`src/rtl/tfr_pkg.sv`:
```
// Shared types and constants for the transfer-register write-request queue.
package tfr_pkg;

    localparam logic [23:0] TFR_ADDR_RST = 24'hFFFFFF;

    typedef struct packed {
        logic [23:0] addr;
        logic [7:0]  data;
    } tfr_wr_t;

    typedef enum logic {
        WRQ_IDLE,
        WRQ_REQ
    } wrq_state_e;

endpackage

```
`src/rtl/tfr_wrq_fifo.sv`:
```
// Synchronous FIFO of tfr_wr_t with a combinational head; pointers carry an
// extra wrap bit so full and empty are distinguishable.
module tfr_wrq_fifo
    import tfr_pkg::*;
#(
    parameter int DEPTH = 4
) (
    input  logic                       memclk_i,
    input  logic                       nreset_i,
    input  logic                       push_i,
    input  tfr_wr_t                    data_i,
    input  logic                       pop_i,
    output logic                       full_o,
    output logic                       empty_o,
    output tfr_wr_t                    head_o,
    output logic [$clog2(DEPTH):0]     count_o
);

    localparam int AW = $clog2(DEPTH);

    tfr_wr_t        mem_q [DEPTH];
    logic [AW:0]    wr_q;
    logic [AW:0]    rd_q;
    logic           do_push;
    logic           do_pop;

    assign empty_o = (wr_q == rd_q);
    assign full_o  = (wr_q[AW] != rd_q[AW]) && (wr_q[AW-1:0] == rd_q[AW-1:0]);
    assign count_o = wr_q - rd_q;
    assign head_o  = mem_q[rd_q[AW-1:0]];

    // A push into a full queue is allowed when the head leaves on the same edge.
    assign do_push = push_i && (!full_o || pop_i);
    assign do_pop  = pop_i && !empty_o;

    always_ff @(posedge memclk_i) begin
        if (do_push) begin
            mem_q[wr_q[AW-1:0]] <= data_i;
        end
    end

    always_ff @(posedge memclk_i or negedge nreset_i) begin
        if (!nreset_i) begin
            wr_q <= '0;
            rd_q <= '0;
        end else begin
            if (do_push) wr_q <= wr_q + {{AW{1'b0}}, 1'b1};
            if (do_pop)  rd_q <= rd_q + {{AW{1'b0}}, 1'b1};
        end
    end

endmodule

```
`src/rtl/tfr_wrq.sv`:
```
// Write-request queue: detects byte writes by address advance, queues them and
// issues them to the SDRAM write port. Optional TFR_WRQ_STATS_EN adds drop_cnt_o.
module tfr_wrq
    import tfr_pkg::*;
#(
    parameter int DEPTH = 4
) (
    input  logic        memclk_i,
    input  logic        nreset_i,
    input  logic        en_i,
    input  logic [23:0] bus_A_i,
    input  logic [7:0]  bus_D_i,
    output logic        mem_req_o,
    output logic [22:0] mem_A_o,
    output logic [15:0] mem_D_o,
    output logic [1:0]  mem_be_o,
    input  logic        mem_ack_i,
    output logic        busy_o,
    output logic        ovf_o
`ifdef TFR_WRQ_STATS_EN
    ,
    output logic [7:0]  drop_cnt_o
`endif
);

    localparam int AW = $clog2(DEPTH);

    logic [23:0] a_q;
    logic [23:0] a_last_q;
    wrq_state_e  state_q, state_d;
    logic [22:0] mem_A_q, mem_A_d;
    logic [15:0] mem_D_q, mem_D_d;
    logic [1:0]  mem_be_q, mem_be_d;
    logic        busy_q, busy_d;
    logic        ovf_q;

    logic        new_wr, push, pop, push_ok, drop;
    logic        full, empty;
    tfr_wr_t     head;
    logic [AW:0] count, count_d;

    // Two equal consecutive samples of a fresh address mark one new write.
    assign new_wr  = (bus_A_i == a_q) && (a_q != a_last_q);
    assign push    = new_wr && en_i;
    assign pop     = (state_q == WRQ_REQ) && mem_ack_i;
    assign push_ok = push && (!full || pop);
    assign drop    = push && full && !pop;
    assign count_d = count + {{AW{1'b0}}, push_ok} - {{AW{1'b0}}, pop};
    assign busy_d  = (count_d != '0);

    tfr_wrq_fifo #(.DEPTH(DEPTH)) u_fifo (
        .memclk_i (memclk_i),
        .nreset_i (nreset_i),
        .push_i   (push),
        .data_i   ('{addr: a_q, data: bus_D_i}),
        .pop_i    (pop),
        .full_o   (full),
        .empty_o  (empty),
        .head_o   (head),
        .count_o  (count)
    );

    always_ff @(posedge memclk_i or negedge nreset_i) begin
        if (!nreset_i) begin
            a_q      <= TFR_ADDR_RST;
            a_last_q <= TFR_ADDR_RST;
        end else begin
            a_q <= bus_A_i;
            if (new_wr) a_last_q <= a_q;
        end
    end

    always_comb begin
        state_d  = state_q;
        mem_A_d  = mem_A_q;
        mem_D_d  = mem_D_q;
        mem_be_d = mem_be_q;
        case (state_q)
            WRQ_IDLE: begin
                if (!empty) begin
                    state_d  = WRQ_REQ;
                    mem_A_d  = head.addr[23:1];
                    mem_D_d  = {head.data, head.data};
                    mem_be_d = head.addr[0] ? 2'b10 : 2'b01;
                end
            end
            WRQ_REQ: begin
                // The entry stays queued until accepted, so payload is stable here.
                if (mem_ack_i) state_d = WRQ_IDLE;
            end
            default: state_d = WRQ_IDLE;
        endcase
    end

    always_ff @(posedge memclk_i or negedge nreset_i) begin
        if (!nreset_i) begin
            state_q  <= WRQ_IDLE;
            mem_A_q  <= '0;
            mem_D_q  <= '0;
            mem_be_q <= '0;
            busy_q   <= 1'b0;
            ovf_q    <= 1'b0;
        end else begin
            state_q  <= state_d;
            mem_A_q  <= mem_A_d;
            mem_D_q  <= mem_D_d;
            mem_be_q <= mem_be_d;
            busy_q   <= busy_d;
            if (drop) ovf_q <= 1'b1;
        end
    end

    assign mem_req_o = (state_q == WRQ_REQ);
    assign mem_A_o   = mem_A_q;
    assign mem_D_o   = mem_D_q;
    assign mem_be_o  = mem_be_q;
    assign busy_o    = busy_q;
    assign ovf_o     = ovf_q;

`ifdef TFR_WRQ_STATS_EN
    logic [7:0] drop_cnt_q;

    always_ff @(posedge memclk_i or negedge nreset_i) begin
        if (!nreset_i) begin
            drop_cnt_q <= '0;
        end else if (drop && (drop_cnt_q != 8'hFF)) begin
            drop_cnt_q <= drop_cnt_q + 8'd1;
        end
    end

    assign drop_cnt_o = drop_cnt_q;
`endif

endmodule

```
`config.mk`:
```
export PLATFORM = sky130hd
export DESIGN_NAME = tfr_wrq
export DESIGN_NICKNAME = d
export VERILOG_FILES = /design/src/rtl/tfr_pkg.sv /design/src/rtl/tfr_wrq_fifo.sv /design/src/rtl/tfr_wrq.sv
export SDC_FILE = /design/constraint.sdc
export NUM_CORES = 1
export LEC_CHECK = 0
export BUFFER_PORTS_ARGS = -buffer_cell sky130_fd_sc_hd__buf_2
export CAP_MARGIN = 20
export CELL_PAD_IN_SITES_DETAIL_PLACEMENT = 2
export CELL_PAD_IN_SITES_GLOBAL_PLACEMENT = 2
export CORE_ASPECT_RATIO = 0.9
export CORE_MARGIN = 5
export CORE_UTILIZATION = 30
export CTS_CLUSTER_DIAMETER = 40
export CTS_CLUSTER_SIZE = 25
export DETAILED_ROUTE_END_ITERATION = 7
export PLACE_DENSITY_LB_ADDON = 0.3
export SYNTH_ARGS = -nofsm -noshare
export SYNTH_HDL_FRONTEND = slang
export SYNTH_SLANG_ARGS = --single-unit
```
`constraint.sdc`:
```
create_clock -name memclk_i -period 3.86 [get_ports memclk_i]
set_clock_uncertainty 0.05 [all_clocks]
set_input_delay 0.772 -clock memclk_i [delete_from_list [all_inputs] [get_ports memclk_i]]
set_output_delay 0.772 -clock memclk_i [all_outputs]
set_load 0.005 [all_outputs]
```
==> results by stage <==
Run status:
- The run finished with clean final reports.

Final layout:
- In the final layout, the multi-input gates occupy 2390 um^2.
- The final instance area is between 10000 and 15000 um^2.
- The layout-stage area growth over the synthesis result is 23.3%.
- The sequential cells in the finished layout cover a total of 6160 um^2.
- The final cell count without fillers is 952.
- The antenna diode count is 0.
- The total number of nets in the final design is about 600.
- The share of layout cells above drive strength 1 is 52.2%.
- The filler cells instantiated in the layout total between 2000 and 3000.

Pwr:
- IR analysis of the VDD net gives a maximum drop of 341 uV.
- Of the total power, the clock network draws 53.4%.
- Of the total power, the share spent switching nets is 22.7%.
- The static leakage power is ~4.2 nW.
- After layout, the design draws a total of 0.00568 W.
- The proportion of power drawn by flip-flops and latches is 44.7%.
- The cell area power density is between 500 and 600 nW/um^2.
- Internal power comes to roughly 0.0044 W.
- The analysis attributes to net switching a power of about 0.0013 W.
- Combinational cells account for under 10% of the total power.

Clock tree:
- The root cell of the clock tree is sky130_fd_sc_hd__clkbuf_16.
- The count of buffers added by post-CTS timing repair for setup is 0.
- The clock tree from TritonCTS is built.
- The clock transition at the registers of the reported paths is 0.06 ns.
- The H-tree depth is 2.
- The number of buffers added by the clock tree synthesis step is 36.
- At the later pin of the worst-skew pair, clock insertion delay measures 0.52 ns.
- The hold-fix buffer count after cts is 0.
- The maximum buffer depth of the clock tree is 3.
- The number of gates resized after cts is 0.
- For this design, the sink count on the clock tree is 218.

Place:
- At the placement stage, the worst setup path has a slack of -0.0487 ns.
- The weighted congestion reported at the end of routability-driven placement is 0.766.
- The total placed cells including tap cells is 886.
- In this run the tool buffered the top-level ports with 79 buffer cells.
- The area of placed instances is 9590 um^2.
- The detailed placement HPWL is 13800 um.

Route:
- The iteration-0 DRC count of the detailed router is 211.
- The residual DRC count is 0.
- After detailed routing, the number of vias per cell comes to 4.67.
- The detailed-route via count is 4447.
- The average detailed-routed wire length per instance is 21.9 um.
- The antenna violation net count after detailed routing is 0.
- The count of TritonRoute iterations in the first routing pass is 4.
- The total wirelength of the detailed-routed design is 20900 um.

Synth:
- Sorting the synthesized cells by area gives the leading types as sky130_fd_sc_hd__edfxtp_1 (44%), sky130_fd_sc_hd__dfstp_2 (14%), sky130_fd_sc_hd__dfrtp_1 (12%).
- The synthesized area per cell is 19.6 um^2.
- The synthesized design devotes to its leading area cell type 44.1% of total area.
- The flop and latch count out of synthesis is 218.
- After synthesis, the netlist uses 31 different library cells.
- The number of nets produced by synthesis is 491.
- After technology mapping, the gate count stands at about 450.
- The cell area that synthesis handed to floorplanning was around 8700 um^2.
- Summed over all instances, the cell type with the most area after synthesis is sky130_fd_sc_hd__edfxtp_1.
- The Yosys step of the flow raised 0 warnings.
- The share of synthesized area occupied by flip-flops and latches is a little over two thirds.

Global route:
- The initial antenna violation count is 0.
- The first global-routing pass estimated 32100 um of wire.
- The via count of the first global-routing pass is 5139.
- Across every metal layer, demand over resource in global routing totals 13.0%.
- The met1 layer usage reported by global route is ~18%.
- The most crowded layer after global routing is met2.
- In the global route stage, met2 resource usage came out at 20.8%.
- The residual overflow from global routing is 0.
- Global routing consumed, on the met3 layer, 3.15% of the routing resources.
- The largest net degree at the start of global routing is 44.

STA:
- The worst pin sits at a relative slew slack of 49.3%.
- The setup total negative slack is 0 ns.
- The smallest setup slack after layout is 0.169 ns.
- Setup repair after global routing left no endpoint under its margin.
- For the pin with the worst max-slew slack, the measured transition is 0.760 ns.
- The minimum clock period is ~3.7 ns.
- The count of final setup violators is 0.
- The final count of hold timing violations is 0.
- The number of max-slew violations in the final report was 0.
- The achievable frequency is about 270 MHz.
- The final critical path takes up 95.6% of the cycle.

Critical path:
- The data arrival time of the critical path is 4.02 ns.
- The startpoint kind of the worst setup timing path is a flip-flop.
- The type of element capturing the critical path is a flip-flop.
- The kind of critical path is flip-flop to flip-flop.
- Data on the critical path is required at its endpoint by 4.18 ns.
- The worst-path maximum fanout is 7.
- The setup slack of the worst register-to-register path is 0.17 ns.

Floorplan:
- Row generation in the floorplan step produced 59 rows.
- The die is 172 um tall.
- The starting density of the core is 30.3%.
- The core outline area is 28800 um^2.
- The overall die width is 190 um.
- The floorplan step defined a die boundary enclosing 32600 um^2.
- The number of placed I/O pins is 80.

Run:
- The tool flagged a number of max-cap violations equal to 0.

Hold path:
- The type of the most critical hold path is input port to async pin.
==> through the flow <==
step | hold WS, ns | utilization (%)
after floorplan | 0.410 | -
final | 0.132 | 37.3
after global routing | 0.137 | 37.3
after CTS | 0.132 | 37.3
after global placement | 0.425 | 33.3
after detailed placement | 0.428 | 33.3
==> flip-flops by register name, summed over array words and instances, names as in the netlist, 2 cells and up <==
signal        count
u_fifo.mem_q    128
a_last_q         24
a_q              24
mem_A_o          23
mem_D_o           8
u_fifo.rd_q       3
u_fifo.wr_q       3
mem_be_o          2
==> power by group through the flow <==
stage	logic [W]	registers (W)	clock network [W]
after floorplan	0.0000399	0.00256	0
after global placement	0.000108	0.00257	0
after detailed placement	0.000113	0.00258	0
after CTS	0.000115	0.00254	0.00312
after global routing	0.000123	0.00254	0.00325
final	0.000112	0.00254	0.00303
==> layer usage <==
metal,vias to the layer above,part of all wire (%)
met5,-,0
met4,0,1.9
met3,39,4.5
met2,105,47
met1,2369,47
li1,1934,-
==> final cells by class <==
type,count,area share [%]
clock buffer,41,8.65
clock inverter,25,2.15
inverter,8,0.279
multi-input combinational,197,22.2
sequential,218,57.3
tap,366,4.26
timing repair buffer,97,5.19
==> cells in the mapped netlist (all sizes together) <==
library cell / count
o31ai: 1
nor2: 1
nand2: 4
o21a: 1
buf: 20
dfstp: 48
dfrtp: 42
ha: 7
a211oi: 1
nor2b: 2
nor4: 14
xor2: 28
mux2: 58
nand4: 9
a2111oi: 1
and2: 3
xnor2: 29
a21oi: 1
clkbuf: 3
mux4: 32
edfxtp: 128
fa: 2
or3: 1
inv: 8
a211o: 1
nand3b: 1
==> kinds of logic (layout without fill, tap and decap cells) <==
| family | after synthesis | in the layout | share of synthesized area [%] |
|---|---|---|---|
| multiplexers | 90 | 90 | 16.6 |
| AO/OA/AOI/OAI | 6 | 6 | 0.646 |
| adder cells (fa/ha/maj) | 9 | 9 | 1.46 |
| AND/OR/NAND/NOR | 35 | 35 | 2.74 |
| flip-flops | 218 | 218 | 70.6 |
| XOR/XNOR | 57 | 57 | 5.72 |
| buffers and inverters | 31 | 171 | 2.27 |
==> cells in the final DEF (no fill, tap or decap), drive strengths merged <==
| cell type | n |
|---|---|
| a2111oi | 1 |
| a211o | 1 |
| a211oi | 1 |
| a21oi | 1 |
| and2 | 3 |
| buf | 97 |
| bufinv | 1 |
| clkbuf | 41 |
| clkinv | 10 |
| clkinvlp | 6 |
| dfrtp | 42 |
| dfstp | 48 |
| edfxtp | 128 |
| fa | 2 |
| ha | 7 |
| inv | 16 |
| mux2 | 58 |
| mux4 | 32 |
| nand2 | 4 |
| nand3b | 1 |
| nand4 | 9 |
| nor2 | 1 |
| nor2b | 2 |
| nor4 | 14 |
| o21a | 1 |
| o31ai | 1 |
| or3 | 1 |
| xnor2 | 29 |
| xor2 | 28 |
==> final timing paths <==
path / to / depth (start not counted) / startpoint
min in group memclk_i: a_q[9]$_DFF_PN1_ / 1 / bus_A_i[9]
max in group asynchronous: a_q[0]$_DFF_PN1_ / 2 / nreset_i
hold / removal: mem_D_o[13]$_DFFE_PN0P_ / 1 / nreset_i
setup reg to reg: busy_o$_DFF_PN0_ / 12 / a_q[1]$_DFF_PN1_
setup / recovery: busy_o$_DFF_PN0_ / 12 / a_q[1]$_DFF_PN1_
hold reg to reg: ovf_o$_DFFE_PN0P_ / 2 / ovf_o$_DFFE_PN0P_
==> worst max-delay path: stages (launching register included) <==
cell,delay (ns)
sky130_fd_sc_hd__dfstp_2,0.64
sky130_fd_sc_hd__xor2_1,0.16
sky130_fd_sc_hd__nor4_1,0.38
sky130_fd_sc_hd__nand4_1,0.25
sky130_fd_sc_hd__a211oi_2,0.44
sky130_fd_sc_hd__fa_1,0.28
sky130_fd_sc_hd__inv_1,0.06
sky130_fd_sc_hd__fa_1,0.48
sky130_fd_sc_hd__inv_1,0.05
sky130_fd_sc_hd__ha_1,0.20
sky130_fd_sc_hd__xnor2_1,0.14
sky130_fd_sc_hd__xnor2_1,0.12
sky130_fd_sc_hd__or3_1,0.32
Power figures use the tool's default switching activity.
